`src/rtl/watpixels_pkg.sv`:
```
// watpixels_pkg
// Shared definitions for the demo scene scheduler.
//   sched_state_t : scheduler states (DWELL, FADE_OUT, SWITCH, FADE_IN)
//   FADE_MAX      : full brightness level
//   FADE_MIN      : black level
package watpixels_pkg;

    typedef enum logic [1:0] {
        DWELL    = 2'd0,
        FADE_OUT = 2'd1,
        SWITCH   = 2'd2,
        FADE_IN  = 2'd3
    } sched_state_t;

    localparam logic [3:0] FADE_MAX = 4'd15;
    localparam logic [3:0] FADE_MIN = 4'd0;

endpackage

```
`src/rtl/scene_scheduler_btn_sync_edge.sv`:
```
// btn_sync_edge
// Two-flop synchronizer for a raw push button, with an optional
// rising-edge detector on the synchronized level.
// Parameters:
//   EDGE_EN : 0 -> dout is the synchronized level
//             1 -> dout is a one-cycle pulse on each synchronized rising edge
// Ports:
//   clk   in  : clock
//   rst_n in  : asynchronous active-low reset
//   din   in  : raw asynchronous button input
//   dout  out : synchronized level or rising-edge pulse
module btn_sync_edge #(
    parameter bit EDGE_EN = 1'b0
) (
    input  logic clk,
    input  logic rst_n,
    input  logic din,
    output logic dout
);

    logic [1:0] sync;

    always_ff @(posedge clk or negedge rst_n) begin
        if (!rst_n) begin
            sync <= 2'b00;
        end else begin
            sync <= {sync[0], din};
        end
    end

    generate
        if (EDGE_EN) begin : g_edge
            logic prev;

            always_ff @(posedge clk or negedge rst_n) begin
                if (!rst_n) begin
                    prev <= 1'b0;
                end else begin
                    prev <= sync[1];
                end
            end

            assign dout = sync[1] & ~prev;
        end else begin : g_level
            assign dout = sync[1];
        end
    endgenerate

endmodule

```
`src/rtl/scene_scheduler.sv`:
```
// scene_scheduler
// Frame-synchronous scheduler that steps the demo through its pattern
// scenes. A scene is held for DWELL_FRAMES frames (or until a skip
// request), then the advance is wrapped in a fade-out / fade-in. All
// schedule state changes happen only on frame_start cycles.
// Build option:
//   SCENE_SCHED_FADE_EN defined   -> DWELL/FADE_OUT/SWITCH/FADE_IN sequence
//   SCENE_SCHED_FADE_EN undefined -> scene advances directly at dwell expiry,
//                                    fade_level is constant 15
// Parameters:
//   NUM_SCENES   : scenes cycled, 1..4
//   DWELL_FRAMES : frames a scene is held at full brightness, >= 1
// Ports:
//   clk          in  : pixel clock
//   rst_n        in  : asynchronous active-low reset
//   frame_start  in  : one-cycle pulse per frame
//   pause        in  : raw button, freezes the schedule
//   resume       in  : raw button, unfreezes the schedule
//   skip         in  : raw button, requests an early advance
//   scene_sel    out : current scene index
//   fade_level   out : brightness, 15 = full, 0 = black
//   scene_change out : one-cycle pulse when scene_sel takes a new value
//   frozen       out : schedule is paused
module scene_scheduler
    import watpixels_pkg::*;
#(
    parameter int NUM_SCENES   = 4,
    parameter int DWELL_FRAMES = 300
) (
    input  logic       clk,
    input  logic       rst_n,
    input  logic       frame_start,
    input  logic       pause,
    input  logic       resume,
    input  logic       skip,
    output logic [1:0] scene_sel,
    output logic [3:0] fade_level,
    output logic       scene_change,
    output logic       frozen
);

    localparam int               CNT_W      = $clog2(DWELL_FRAMES + 1);
    localparam logic [CNT_W-1:0] DWELL_LAST = CNT_W'(DWELL_FRAMES - 1);
    localparam logic [1:0]       LAST_SCENE = 2'(NUM_SCENES - 1);

    logic             pause_s;
    logic             resume_s;
    logic             skip_rise;
    logic             frame_go;
    logic             dwell_done;
    logic             skip_pend;
    logic [CNT_W-1:0] dwell_cnt;
    logic [1:0]       next_scene;

    btn_sync_edge #(.EDGE_EN(1'b0)) u_pause_sync (
        .clk  (clk),
        .rst_n(rst_n),
        .din  (pause),
        .dout (pause_s)
    );

    btn_sync_edge #(.EDGE_EN(1'b0)) u_resume_sync (
        .clk  (clk),
        .rst_n(rst_n),
        .din  (resume),
        .dout (resume_s)
    );

    btn_sync_edge #(.EDGE_EN(1'b1)) u_skip_sync (
        .clk  (clk),
        .rst_n(rst_n),
        .din  (skip),
        .dout (skip_rise)
    );

    // frozen only changes while unfrozen when pause_s is high, so a frame
    // coinciding with a freeze is dropped; while frozen every frame is dropped.
    assign frame_go   = frame_start & ~frozen & ~pause_s;
    assign dwell_done = (dwell_cnt == DWELL_LAST) || skip_pend;
    assign next_scene = (scene_sel == LAST_SCENE) ? 2'd0 : scene_sel + 2'd1;

    // pause has priority over resume when both are seen together
    always_ff @(posedge clk or negedge rst_n) begin
        if (!rst_n) begin
            frozen <= 1'b0;
        end else if (pause_s) begin
            frozen <= 1'b1;
        end else if (resume_s) begin
            frozen <= 1'b0;
        end
    end

`ifdef SCENE_SCHED_FADE_EN

    sched_state_t state;

    // Skip edges only arm the pending flag in DWELL; an edge seen during the
    // fade states clears it so it cannot trigger a second advance later.
    always_ff @(posedge clk or negedge rst_n) begin
        if (!rst_n) begin
            state        <= DWELL;
            dwell_cnt    <= '0;
            skip_pend    <= 1'b0;
            scene_sel    <= 2'd0;
            fade_level   <= FADE_MAX;
            scene_change <= 1'b0;
        end else begin
            scene_change <= 1'b0;
            if (skip_rise) begin
                skip_pend <= (state == DWELL);
            end
            if (frame_go) begin
                case (state)
                    DWELL: begin
                        if (dwell_done) begin
                            state     <= FADE_OUT;
                            dwell_cnt <= '0;
                            skip_pend <= 1'b0;
                        end else begin
                            dwell_cnt <= dwell_cnt + CNT_W'(1);
                        end
                    end
                    FADE_OUT: begin
                        if (fade_level != FADE_MIN) begin
                            fade_level <= fade_level - 4'd1;
                        end
                        if (fade_level <= FADE_MIN + 4'd1) begin
                            state <= SWITCH;
                        end
                    end
                    SWITCH: begin
                        scene_sel    <= next_scene;
                        scene_change <= 1'b1;
                        fade_level   <= FADE_MIN;
                        state        <= FADE_IN;
                    end
                    FADE_IN: begin
                        if (fade_level != FADE_MAX) begin
                            fade_level <= fade_level + 4'd1;
                        end
                        if (fade_level >= FADE_MAX - 4'd1) begin
                            state <= DWELL;
                        end
                    end
                    default: begin
                        state <= DWELL;
                    end
                endcase
            end
        end
    end

`else

    assign fade_level = FADE_MAX;

    // Without fading the scheduler is permanently in DWELL and the scene
    // advances on the very frame the dwell expires or a skip is pending.
    always_ff @(posedge clk or negedge rst_n) begin
        if (!rst_n) begin
            dwell_cnt    <= '0;
            skip_pend    <= 1'b0;
            scene_sel    <= 2'd0;
            scene_change <= 1'b0;
        end else begin
            scene_change <= 1'b0;
            if (skip_rise) begin
                skip_pend <= 1'b1;
            end
            if (frame_go) begin
                if (dwell_done) begin
                    scene_sel    <= next_scene;
                    scene_change <= 1'b1;
                    dwell_cnt    <= '0;
                    skip_pend    <= 1'b0;
                end else begin
                    dwell_cnt <= dwell_cnt + CNT_W'(1);
                end
            end
        end
    end

`endif

endmodule

```
`config.mk`:
```
export PLATFORM = sky130hd
export DESIGN_NAME = scene_scheduler
export DESIGN_NICKNAME = d
export VERILOG_FILES = /design/src/rtl/watpixels_pkg.sv /design/src/rtl/scene_scheduler_btn_sync_edge.sv /design/src/rtl/scene_scheduler.sv
export SDC_FILE = /design/constraint.sdc
export NUM_CORES = 1
export LEC_CHECK = 0
export ABC_CLOCK_PERIOD_IN_PS = 1650
export BUFFER_PORTS_ARGS = -buffer_cell sky130_fd_sc_hd__buf_2
export CORE_ASPECT_RATIO = 0.75
export CORE_MARGIN = 2
export CORE_UTILIZATION = 30
export DETAILED_ROUTE_END_ITERATION = 6
export MAX_ROUTING_LAYER = met4
export REMOVE_ABC_BUFFERS = 1
export SYNTH_ARGS = -nofsm -noshare
export SYNTH_HDL_FRONTEND = slang
export SYNTH_HIERARCHICAL = 1
export SYNTH_SLANG_ARGS = --single-unit
export TNS_END_PERCENT = 30
```
`constraint.sdc`:
```
create_clock -name clk -period 1.65 [get_ports clk]
set_input_delay 0.165 -clock clk [delete_from_list [all_inputs] [get_ports clk]]
set_output_delay 0.165 -clock clk [all_outputs]
set_load 0.01 [all_outputs]
```
==> results of run 1 <==
## cells by family (layout without fill, tap and decap cells)
family,after synthesis,in the layout
adder cells (fa/ha/maj),2,2
multiplexers,2,2
other,1,4
AND/OR/NAND/NOR,29,29
XOR/XNOR,6,6
flip-flops,21,21
buffers and inverters,9,29
AO/OA/AOI/OAI,6,6
## cells in the mapped netlist
cell type and count:
a41o_1 1, nand4_1 2, or3b_1 1, buf_6 1, mux2_1 1, nor4_2 1, inv_1 3, a21oi_1 1
a21o_2 2, dfrtp_1 21, xor2_1 3, nand3_1 2, nand2_1 4, or3_1 2, nor2_1 9, xnor2_1 3
nor4bb_1 1, nor3_1 3, nor2_2 1, nor3b_1 1, conb_1 1, ha_1 2, o21ai_0 2, mux2_2 1
nor2b_4 1, and2_1 1, buf_4 5
## worst max path at each step
stage	start	end	slack [ps]	cells past startpoint
after global routing	dwell_cnt[1]$_DFFE_PN0N_	scene_sel[0]$_DFFE_PN0P_	2	5
after global placement	dwell_cnt[0]$_DFFE_PN0N_	scene_sel[0]$_DFFE_PN0P_	30	5
after detailed placement	dwell_cnt[0]$_DFFE_PN0N_	scene_sel[0]$_DFFE_PN0P_	-40	5
after CTS	dwell_cnt[0]$_DFFE_PN0N_	scene_sel[0]$_DFFE_PN0P_	4	5
final	dwell_cnt[1]$_DFFE_PN0N_	scene_sel[0]$_DFFE_PN0P_	80	5
after floorplan	dwell_cnt[0]$_DFFE_PN0N_	scene_sel[0]$_DFFE_PN0P_	-170	5
## power by group through the flow
stage | sequential [mW] | clock [mW] | combinational (mW)
after global placement | 0.620 | 0 | 0.179
after global routing | 0.625 | 0.376 | 0.224
after detailed placement | 0.624 | 0 | 0.189
after floorplan | 0.634 | 0 | 0.0821
final | 0.616 | 0.339 | 0.197
after CTS | 0.616 | 0.359 | 0.197
## repair_timing
item | in CTS | in global routing
pin swaps | 0 | 2
gates resized for setup | 3 | 2
endpoints found under the setup margin | 2 | 3
endpoints found under the hold margin | 23 | 1
hold buffers | 3 | 1
## routing by layer
| layer | track usage [%] | part of all wire, % | vias to the layer above |
|---|---|---|---|
| met2 | 17.66 | 50 | 12 |
| li1 | - | - | 291 |
| met4 | 1.020 | 0 | 0 |
| met3 | 3.965 | 4.0 | 0 |
| met5 | - | 0 | - |
| met1 | 11.48 | 46 | 277 |
## critical path, stage by stage, from the launching register on
cell and delay, ps:
dfrtp_1 360, ha_2 180, nor4bb_4 210, a41o_1 210
and2_4 160, mux2_2 330
## cell type report
class                      count  area (µm²)
clock buffer                   3       41.29
clock inverter                 1       7.507
fill                         290        1763
inverter                       3       11.26
multi-input combinational     49       344.1
sequential                    21       525.5
tap                           38       47.55
timing repair buffer          22       152.6
## placed cells by master (no fill, tap or decap), types with 2 or more instances in the layout
| cell type | count |
|---|---|
| a21o_2 | 2 |
| buf_2 | 9 |
| buf_4 | 9 |
| clkbuf_8 | 3 |
| conb_1 | 4 |
| dfrtp_1 | 21 |
| dlygate4sd3_1 | 4 |
| inv_1 | 3 |
| nand2_1 | 4 |
| nand3_1 | 2 |
| nand4_1 | 2 |
| nor2_1 | 9 |
| nor3_1 | 3 |
| o21ai_0 | 2 |
| or3_1 | 2 |
| xnor2_1 | 3 |
| xor2_1 | 3 |
## per-stage QoR
stage                     instance area, µm²  power [mW]  worst slack [ps]  cells  TNS (ps)
final                                   1130       1.153             82.42    137         0
after global routing                    1130       1.225             1.679    137         0
after CTS                               1115       1.172             4.244    136         0
after detailed placement                1018      0.8138            -35.20    129    -49.70
after global placement                  1018      0.7990             32.55    129         0
after floorplan                        858.3      0.7165            -173.7     73    -329.7
## registers in the layout (all words and copies together) (netlist names)
register and flops:
dwell_cnt 9, frozen 1, scene_change 1, scene_sel 2, skip_pend 1, u_pause_sync/sync 2, u_resume_sync/sync 2, u_skip_sync/g_edge.prev 1
u_skip_sync/sync 2
==> qor.yml, run 1 <==
yosys:
  yosys.area_share.simple_pct: 18.30
  syn_area_um2: 895.9
  synth_xor_area_share_pct: 5.866
  yosys_warnings: 6
  synthCells: 76
  synth_seq_cells: 21
  synth_top_cell_by_area: "dfrtp_1"
  synth_cell_type_count: 27
  seq_area_frac_synth_pct: 58.66
  syn_avg_cell_area_um2: 11.79
  synth-compound-area-share_pct: 4.749
  synthTopCellsByArea: "dfrtp_1, buf_4, nor2_1, xnor2_1, xor2_1"
  synth_top_family_by_area: "simple AND/OR/NAND/NOR gates"
  synthMuxAreaShare_pct: 2.514
  synth_fa_ha_area_share_pct: 2.793
  synth_top_area_share_pct: 58.66
drt:
  drt-total-wl_um: 1468
  drt_first_pass_iters: 3
  drc: 0
  drt_iter0_drc: 4
  vias: 580
  routedWlPerCell_um: 10.72
  viasPerCell: 4.234
  drtAntennaViolNets: 0
setup_path:
  crit_fanout: 3
  r2r-end: "scene_sel[0]$_DFFE_PN0P_"
  worst_ep_required_time_ps: 1800
  crit_path_end_kind: "flop"
  r2r_cells: 5
  rrSetupSlack_ps: 80
  rr_startpoint: "dwell_cnt[1]$_DFFE_PN0N_"
  arrival_ps: 1720
  startpoint_type: "flop"
  crit_type: "flop to flop"
sta:
  drv_slew: 0
  setup_viol: 0
  hold_viol: 0
  rsz0062_at_grt: "no"
  skew_ps: 2.805
  whs_ps: 352.7
  timing.fmax_mhz: 637.9
  fin_crit_sh_pct: 95.00
  min_period_ps: 1568
grt:
  grt_pass1_vias: 583
  grt.total_usage_pct: 10.15
  grt_pass1_wl_um: 2490
  grt_max_degree: 22
  grt_antenna_before_repair: 0
  gr-total-overflow: 0
placed_design:
  place_congestion: 0.7584
  portBuffers: 9
  dp_hpwl_um: 1043
job:
  max_cap_violations: 0
cts:
  cts_setup_buffers: 0
  cts_tree: "built"
  clockRootBuffer: "clkbuf_8"
  clk_path_buf_depth: 2
  clk_latency_ps: 260
  cts_sinks: 21
  cts_buffers: 3
  htreeDepth: 1
  cts.clk_slew.worst_paths_ps: 80
pwr:
  p_per_area_mw_per_mm2: 1020
  p_leak_nw: 0.5101
  ir_drop_v: 0.0005455
  switching_power_uw: 307.0
  p_int_uw: 845.5
  comb_power_share_pct: 17.1
  swShare_pct: 26.64
  seqPwrFrac_pct: 53.5
  pwr-share-clk_pct: 29.4
finish:
  utilization_pct: 39.06
  syn_to_final_growth_pct: 26.12
  final_nets: 108
  diodes: 0
  drive_above_1_share_pct: 32.32
floorplan:
  core_area_mm2: 0.002893
  initial_core_util_pct: 30.97
  die-area_mm2: 0.003444
  die_y_um: 51.33
  rows: 17
  die_w_um: 67.10
  ios: 14
outcome:
  outcome: "finished clean"
worst_hold_path:
  hold_depth: 0
  min_to: "u_resume_sync/sync[1]$_DFF_PN0_"
  hold_class: "flop to flop"
  hold_start: "u_resume_sync/sync[0]$_DFF_PN0_"
Power figures use the tool's default switching activity.
==> run 2, diff against run 1 <==
--- a/config.mk
+++ b/config.mk
@@ -7,14 +7,16 @@
 export LEC_CHECK = 0
 export ABC_CLOCK_PERIOD_IN_PS = 1650
 export BUFFER_PORTS_ARGS = -buffer_cell sky130_fd_sc_hd__buf_2
+export CELL_PAD_IN_SITES_DETAIL_PLACEMENT = 1
+export CELL_PAD_IN_SITES_GLOBAL_PLACEMENT = 1
 export CORE_ASPECT_RATIO = 0.75
 export CORE_MARGIN = 2
 export CORE_UTILIZATION = 30
 export DETAILED_ROUTE_END_ITERATION = 6
 export MAX_ROUTING_LAYER = met4
+export PLACE_DENSITY_LB_ADDON = 0.1
 export REMOVE_ABC_BUFFERS = 1
 export SYNTH_ARGS = -nofsm -noshare
 export SYNTH_HDL_FRONTEND = slang
-export SYNTH_HIERARCHICAL = 1
 export SYNTH_SLANG_ARGS = --single-unit
 export TNS_END_PERCENT = 30
==> run 2 against run 1 <==
Against the previous run: clock power decreased by 2%; register-to-register slack gained 30 ps; design area decreased by 2.3%; critical path depth shrank 2; sequential power up 2%; setup slack improved by 26 ps; synthesized area decreased by 1.8%; power grew 0.25%; sequential cell count did not move.
==> qor.yml, run 2 <==
yosys:
  synthMuxAreaShare_pct: 2.560
  synth_top_flop_cell: "dfrtp_1"
  synth_edf_count: 0
  synthTopCellsByArea: "dfrtp_1, buf_4, nor2_1, xnor2_1, xor2_1"
  synth_cell_type_count: 26
  synth_xor_area_share_pct: 5.974
  synth_top_family_by_area: "simple AND/OR/NAND/NOR gates"
  seq_area_frac_synth_pct: 59.74
  yosys.area_share.simple_pct: 18.49
  synth_top_cell_by_area: "dfrtp_1"
  synth_common_cells: "dfrtp_1, nor2_1, buf_4, nand2_1"
  async_flop_share_pct: 100.0
  synth_fa_ha_area_share_pct: 2.845
  syn_avg_cell_area_um2: 11.57
  synth_most_common_cell: "dfrtp_1"
  syn_area_um2: 879.6
  synthCells: 76
  synth-compound-area-share_pct: 4.267
  synth_seq_cells: 21
  synth_top_area_share_pct: 59.74
  yosys_warnings: 0
setup_path:
  slowest_stage: "or4_1"
  crit_path_end_kind: "flop"
  cpPeakStageDelay_ps: 510
  crit_type: "flop to flop"
  crit_fanout: 8
  cp_top_family: "simple AND/OR/NAND/NOR gates"
  worst_ep_required_time_ps: 1850
  startpoint_type: "flop"
  path_cells: "or3b_4 -> or4_1 -> nand3_1"
  crit_buf_inv: 0
  arrival_ps: 1740
placed_design:
  placed_cells: 127
  place_congestion: 0.7677
  portBuffers: 9
  dp_hpwl_um: 1255
  place_ws_ps: -16.11
grt:
  grt_max_degree: 22
  grt_pass1_wl_um: 3001
  gr-total-overflow: 0
  grt.total_usage_pct: 12.55
  use_met1_pct: 16.83
  grt_pass1_vias: 631
  gr-usage-met2_pct: 18.17
  grtUsageMet3_pct: 4.626
  grt.busiest_layer: "met2"
  grt_antenna_before_repair: 0
cts:
  cts_buffers: 3
  clk_path_buf_depth: 2
  cts_tree: "built"
  cts_sinks: 21
  cts.clk_slew.worst_paths_ps: 80
  clk_latency_ps: 260
  cts_setup_buffers: 0
  clockRootBuffer: "clkbuf_8"
  htreeDepth: 1
drt:
  drc: 0
  drt-total-wl_um: 1659
  vias: 617
  drt_iter0_drc: 3
  viasPerCell: 4.570
  routedWlPerCell_um: 12.29
  drt_first_pass_iters: 3
  drtAntennaViolNets: 0
floorplan:
  die_y_um: 50.90
  die-area_mm2: 0.003386
  core_area_mm2: 0.002703
  ios: 14
  rows: 16
  initial_core_util_pct: 32.55
  die_w_um: 66.53
pwr:
  p_leak_nw: 0.5249
  p_total_mw: 1.155
  ir_drop_v: 0.0004365
  p_per_area_mw_per_mm2: 1047
job:
  max_cap_violations: 0
worst_hold_path:
  hold_class: "flop to flop"
sta:
  min_period_ps: 1541
  fin_crit_sh_pct: 93.41
  drv_slew: 0
  hold_viol: 0
  setup_ws_ps: 108.7
  rsz0062_at_grt: "no"
  timing.fmax_mhz: 648.8
  skew_ps: 4.670
  setup_viol: 0
finish:
  syn_to_final_growth_pct: 25.46
  diodes: 0
  largest-register: "dwell_cnt"
  instances_no_fill: 135
  drive_above_1_share_pct: 27.27
  final_nets: 108
  layout_common_cells: "dfrtp_1, nor2_1, buf_2, buf_4, nand2_1"
  layout_commonest_cell: "dfrtp_1"
  largest_reg_flops: 9
outcome:
  outcome: "finished clean"
[run 2: stage by stage]
stage                     hold WS, ps  TNS (ps)  cell area, µm²  util, %
after floorplan                -130.6    -25.94           848.3        -
after global placement          145.2         0            1006    37.22
after detailed placement        152.5    -27.14            1006    37.22
after CTS                       354.3         0            1101    40.74
after global routing            365.1         0            1104    40.83
final                           351.8         0            1104    40.83
[run 2: cells by family after synthesis]
| group | count (synthesis) |
|---|---|
| simple gates | 31 |
| compound gates | 5 |
| mux | 2 |
| buf+inv | 8 |
| other cells | 1 |
| xor+xnor | 6 |
| flops | 21 |
| fa+ha+maj | 2 |
[run 2: final timing paths]
path                       cells after the start  slack (ps)                                 to                             from
min in group asynchronous                      2         390  u_skip_sync.g_edge.prev$_DFF_PN0_                            rst_n
setup reg to reg                               3         110           dwell_cnt[7]$_DFFE_PN0N_               frozen$_DFFE_PN0P_
hold reg to reg                                0         350    u_resume_sync.sync[1]$_DFF_PN0_  u_resume_sync.sync[0]$_DFF_PN0_
hold / removal                                 0         350    u_resume_sync.sync[1]$_DFF_PN0_  u_resume_sync.sync[0]$_DFF_PN0_
setup / recovery                               3         110           dwell_cnt[7]$_DFFE_PN0N_               frozen$_DFFE_PN0P_
max in group asynchronous                      2         930           dwell_cnt[3]$_DFFE_PN0N_                            rst_n
[run 2: what timing repair did]
action,CTS,global route
cloned,0,0
gates resized for setup,2,1
hold buffers,4,0
endpoints found under the setup margin,3,2
hold endpoints to repair,24,0
[run 2: routing by layer]
metal / share of wire [%] / vias up / wire length [µm]
li1: - / 298 / -
met1: 52 / 301 / 857
met2: 42 / 14 / 701
met3: 4.9 / 4 / 82
met4: 1.1 / 0 / 18
met5: 0 / - / 0
[run 2: report_power, final]
part / internal [mW] / total, mW / leakage (nW) / switching, mW
Combinational: 0.0996 / 0.195 / 0.239 / 0.0959
Sequential: 0.576 / 0.626 / 0.260 / 0.0499
Clock: 0.168 / 0.333 / 0.0255 / 0.165
[run 2: cell type report]
cell class | count | area, µm²
clock buffers | 3 | 41.29
clock inverters | 1 | 5.005
fillers | 313 | 1599
inverters | 2 | 7.507
multi-input cells | 50 | 326.6
flip-flops and latches | 21 | 525.5
well taps | 36 | 45.04
repair buffers | 22 | 152.6
==> run 3, diff against run 2 <==
--- a/config.mk
+++ b/config.mk
@@ -5,6 +5,7 @@
 export SDC_FILE = /design/constraint.sdc
 export NUM_CORES = 1
 export LEC_CHECK = 0
+export ABC_AREA = 1
 export ABC_CLOCK_PERIOD_IN_PS = 1650
 export BUFFER_PORTS_ARGS = -buffer_cell sky130_fd_sc_hd__buf_2
 export CELL_PAD_IN_SITES_DETAIL_PLACEMENT = 1
==> run 3 against run 2 <==
Against the previous run: maximum frequency increased by 12%; sequential cell count unchanged; non-clock buffer count shrank 9; synthesized area grew 11%; setup slack improved by 170 ps; critical path depth is 5 higher; first-iteration DRC count up 100%; design area up 2.9%.
==> qor.yml, run 3 <==
pwr:
  switching_power_uw: 323.0
  p_per_area_mw_per_mm2: 992.3
  p_total_mw: 1.127
  pwr-share-clk_pct: 30.4
  ir_drop_v: 0.0004970
  p_leak_nw: 0.5817
  p_int_uw: 804.4
  comb_power_share_pct: 15.5
  seqPwrFrac_pct: 54.1
  swShare_pct: 28.65
cts:
  htreeDepth: 1
  cts_setup_buffers: 0
  clk_path_buf_depth: 2
  clk_latency_ps: 270
  clockRootBuffer: "clkbuf_8"
  cts.clk_slew.worst_paths_ps: 80
  cts_sinks: 21
  cts_tree: "built"
  cts_buffers: 3
setup_path:
  crit_path_end_kind: "flop"
  slowest_stage: "dfrtp_1"
  crit_fanout: 7
  r2r_cells: 8
  r2r-end: "dwell_cnt[3]$_DFFE_PN0N_"
  crit_cells: 8
  arrival_ps: 1520
  crit_top_cell: "nand2_2"
  rr_startpoint: "dwell_cnt[0]$_DFFE_PN0N_"
  startpoint_type: "flop"
  crit_type: "flop to flop"
  crit_buf_inv: 1
  worst_ep_required_time_ps: 1800
  rrSetupSlack_ps: 280
  path_cells: "ha_1 -> nand2_2 -> nor2_1 -> nand2_1 -> nand2_2 -> nand2_4 -> inv_4 -> nor2_2"
  cp_top_family: "simple AND/OR/NAND/NOR gates"
  endpoint: "dwell_cnt[3]$_DFFE_PN0N_"
  crit_path_start: "dwell_cnt[0]$_DFFE_PN0N_"
  cpPeakStageDelay_ps: 400
sta:
  tns_ps: 0
  timing.fmax_mhz: 728.8
  rsz0062_at_grt: "no"
  setup_viol: 0
  skew_ps: 11.78
  fin_crit_sh_pct: 83.16
  drv_slew: 0
  min_period_ps: 1372
  hold_viol: 0
drt:
  drt_first_pass_iters: 4
  drc: 0
  viasPerCell: 4.415
  routedWlPerCell_um: 11.85
  drt-total-wl_um: 1944
  vias: 724
  drt_iter0_drc: 6
  drtAntennaViolNets: 0
yosys:
  synth_most_common_cell: "nand2_1"
  synth_cell_type_count: 20
  synth_top_flop_cell: "dfrtp_1"
  synthCells: 110
  synth_top_cell_by_area: "dfrtp_1"
  yosys_warnings: 0
  synth_seq_cells: 21
  synth_top_area_share_pct: 53.85
  synth_common_cells: "nand2_1, dfrtp_1, inv_1"
  syn_area_um2: 975.9
  async_flop_share_pct: 100.0
  synthTopCellsByArea: "dfrtp_1, nand2_1, nor2_2, inv_1, nor2_1"
  syn_avg_cell_area_um2: 8.872
  seq_area_frac_synth_pct: 53.85
  synth_edf_count: 0
job:
  max_cap_violations: 0
floorplan:
  die_y_um: 53.40
  rows: 17
  initial_core_util_pct: 32.31
  die_w_um: 69.86
  core_area_mm2: 0.003020
  die-area_mm2: 0.003730
  ios: 14
finish:
  nFillCells: 374
  layout_common_cells: "nand2_1, dfrtp_1, inv_1, nor2_1, buf_2"
  largest-register: "dwell_cnt"
  syn_to_final_growth_pct: 16.41
  layout_commonest_cell: "nand2_1"
  drive_above_1_share_pct: 24.60
  final_nets: 135
  largest_reg_flops: 9
  diodes: 0
grt:
  grt_pass1_vias: 791
  gr-total-overflow: 0
  grt_max_degree: 22
  grt_pass1_wl_um: 3615
  grt_antenna_before_repair: 0
  grt.total_usage_pct: 13.21
worst_hold_path:
  hold_start: "frame_start"
  hold_class: "input port to flop"
  hold_depth: 4
placed_design:
  place_congestion: 0.7420
  portBuffers: 9
  dp_hpwl_um: 1411
outcome:
  outcome: "finished clean"
-- run 3: changes by cell type in the layout (fill, tap and decap cells not counted), moves of 8 or more --
cell,before,now
nor2_2,0,8
inv_1,2,12
buf_4,9,0
nand2_1,5,27
-- run 3: stage by stage --
step                      utilization (%)  setup slack (ps)  hold WS, ps  area (µm²)  std cells
after floorplan                         -             465.1       -130.6       957.2        109
after global placement              34.76             319.2        150.6        1050        156
after detailed placement            34.76             280.5        157.5        1050        156
after CTS                           37.28             257.9        1.193        1126        163
after global routing                37.61             121.9        331.8        1136        164
final                               37.61             277.9        307.5        1136        164
-- run 3: power groups by stage --
| stage | Sequential (mW) | Combinational (mW) | Clock (mW) |
|---|---|---|---|
| after floorplan | 0.624 | 0.0919 | 0 |
| after CTS | 0.611 | 0.176 | 0.358 |
| final | 0.610 | 0.174 | 0.343 |
| after global routing | 0.621 | 0.202 | 0.375 |
| after detailed placement | 0.621 | 0.171 | 0 |
| after global placement | 0.616 | 0.164 | 0 |
-- run 3: tightest hold or removal path, stage by stage --
cell,delay (ps)
buf_2,110
nand3_2,130
nand2_1,80
nand2_1,60
-- run 3: cells by family (layout without fill, tap and decap cells) --
kind of cell / count (synthesis) / in the layout / share of synthesized area [%]
simple gates: 61 / 61 / 30.00
flops: 21 / 21 / 53.85
buf+inv: 20 / 33 / 9.487
xor+xnor: 3 / 3 / 2.693
fa+ha+maj: 2 / 2 / 2.564
compound gates: 2 / 2 / 1.025
other cells: 1 / 4 / 0.3842
-- run 3: worst min path at each step --
stage | slack (ps) | endpoint
6_report | 310 | dwell_cnt[0]$_DFFE_PN0N_
5_1_grt | 330 | dwell_cnt[1]$_DFFE_PN0N_
4_1_cts | 1 | u_skip_sync.sync[0]$_DFF_PN0_
3_5_place_dp | 160 | u_skip_sync.sync[0]$_DFF_PN0_
3_3_place_gp | 150 | u_skip_sync.sync[0]$_DFF_PN0_
2_1_floorplan | -130 | dwell_cnt[0]$_DFFE_PN0N_
-- run 3: area by class of cell --
| cell class | count | area, µm² | share of cell area [%] |
|---|---|---|---|
| flip-flops and latches | 21 | 525.5 | 46.26 |
| repair buffers | 13 | 85.08 | 7.489 |
| clock inverters | 1 | 5.005 | 0.4405 |
| well taps | 38 | 47.55 | 4.185 |
| inverters | 16 | 62.56 | 5.507 |
| clock buffers | 3 | 41.29 | 3.634 |
| multi-input cells | 72 | 369.1 | 32.49 |
-- run 3: routing by layer --
layer	up-vias	part of all wire [%]	GRT usage [%]
met3	4	5.6	4.571
met5	-	0	-
met1	345	52	15.52
met2	18	42	21.90
li1	357	-	-
met4	0	1.1	3.846
-- run 3: timing repair --
action	4_1_cts	5_1_grt
resized for setup	0	0
hold buffers	3	1
hold endpoints to repair	23	1
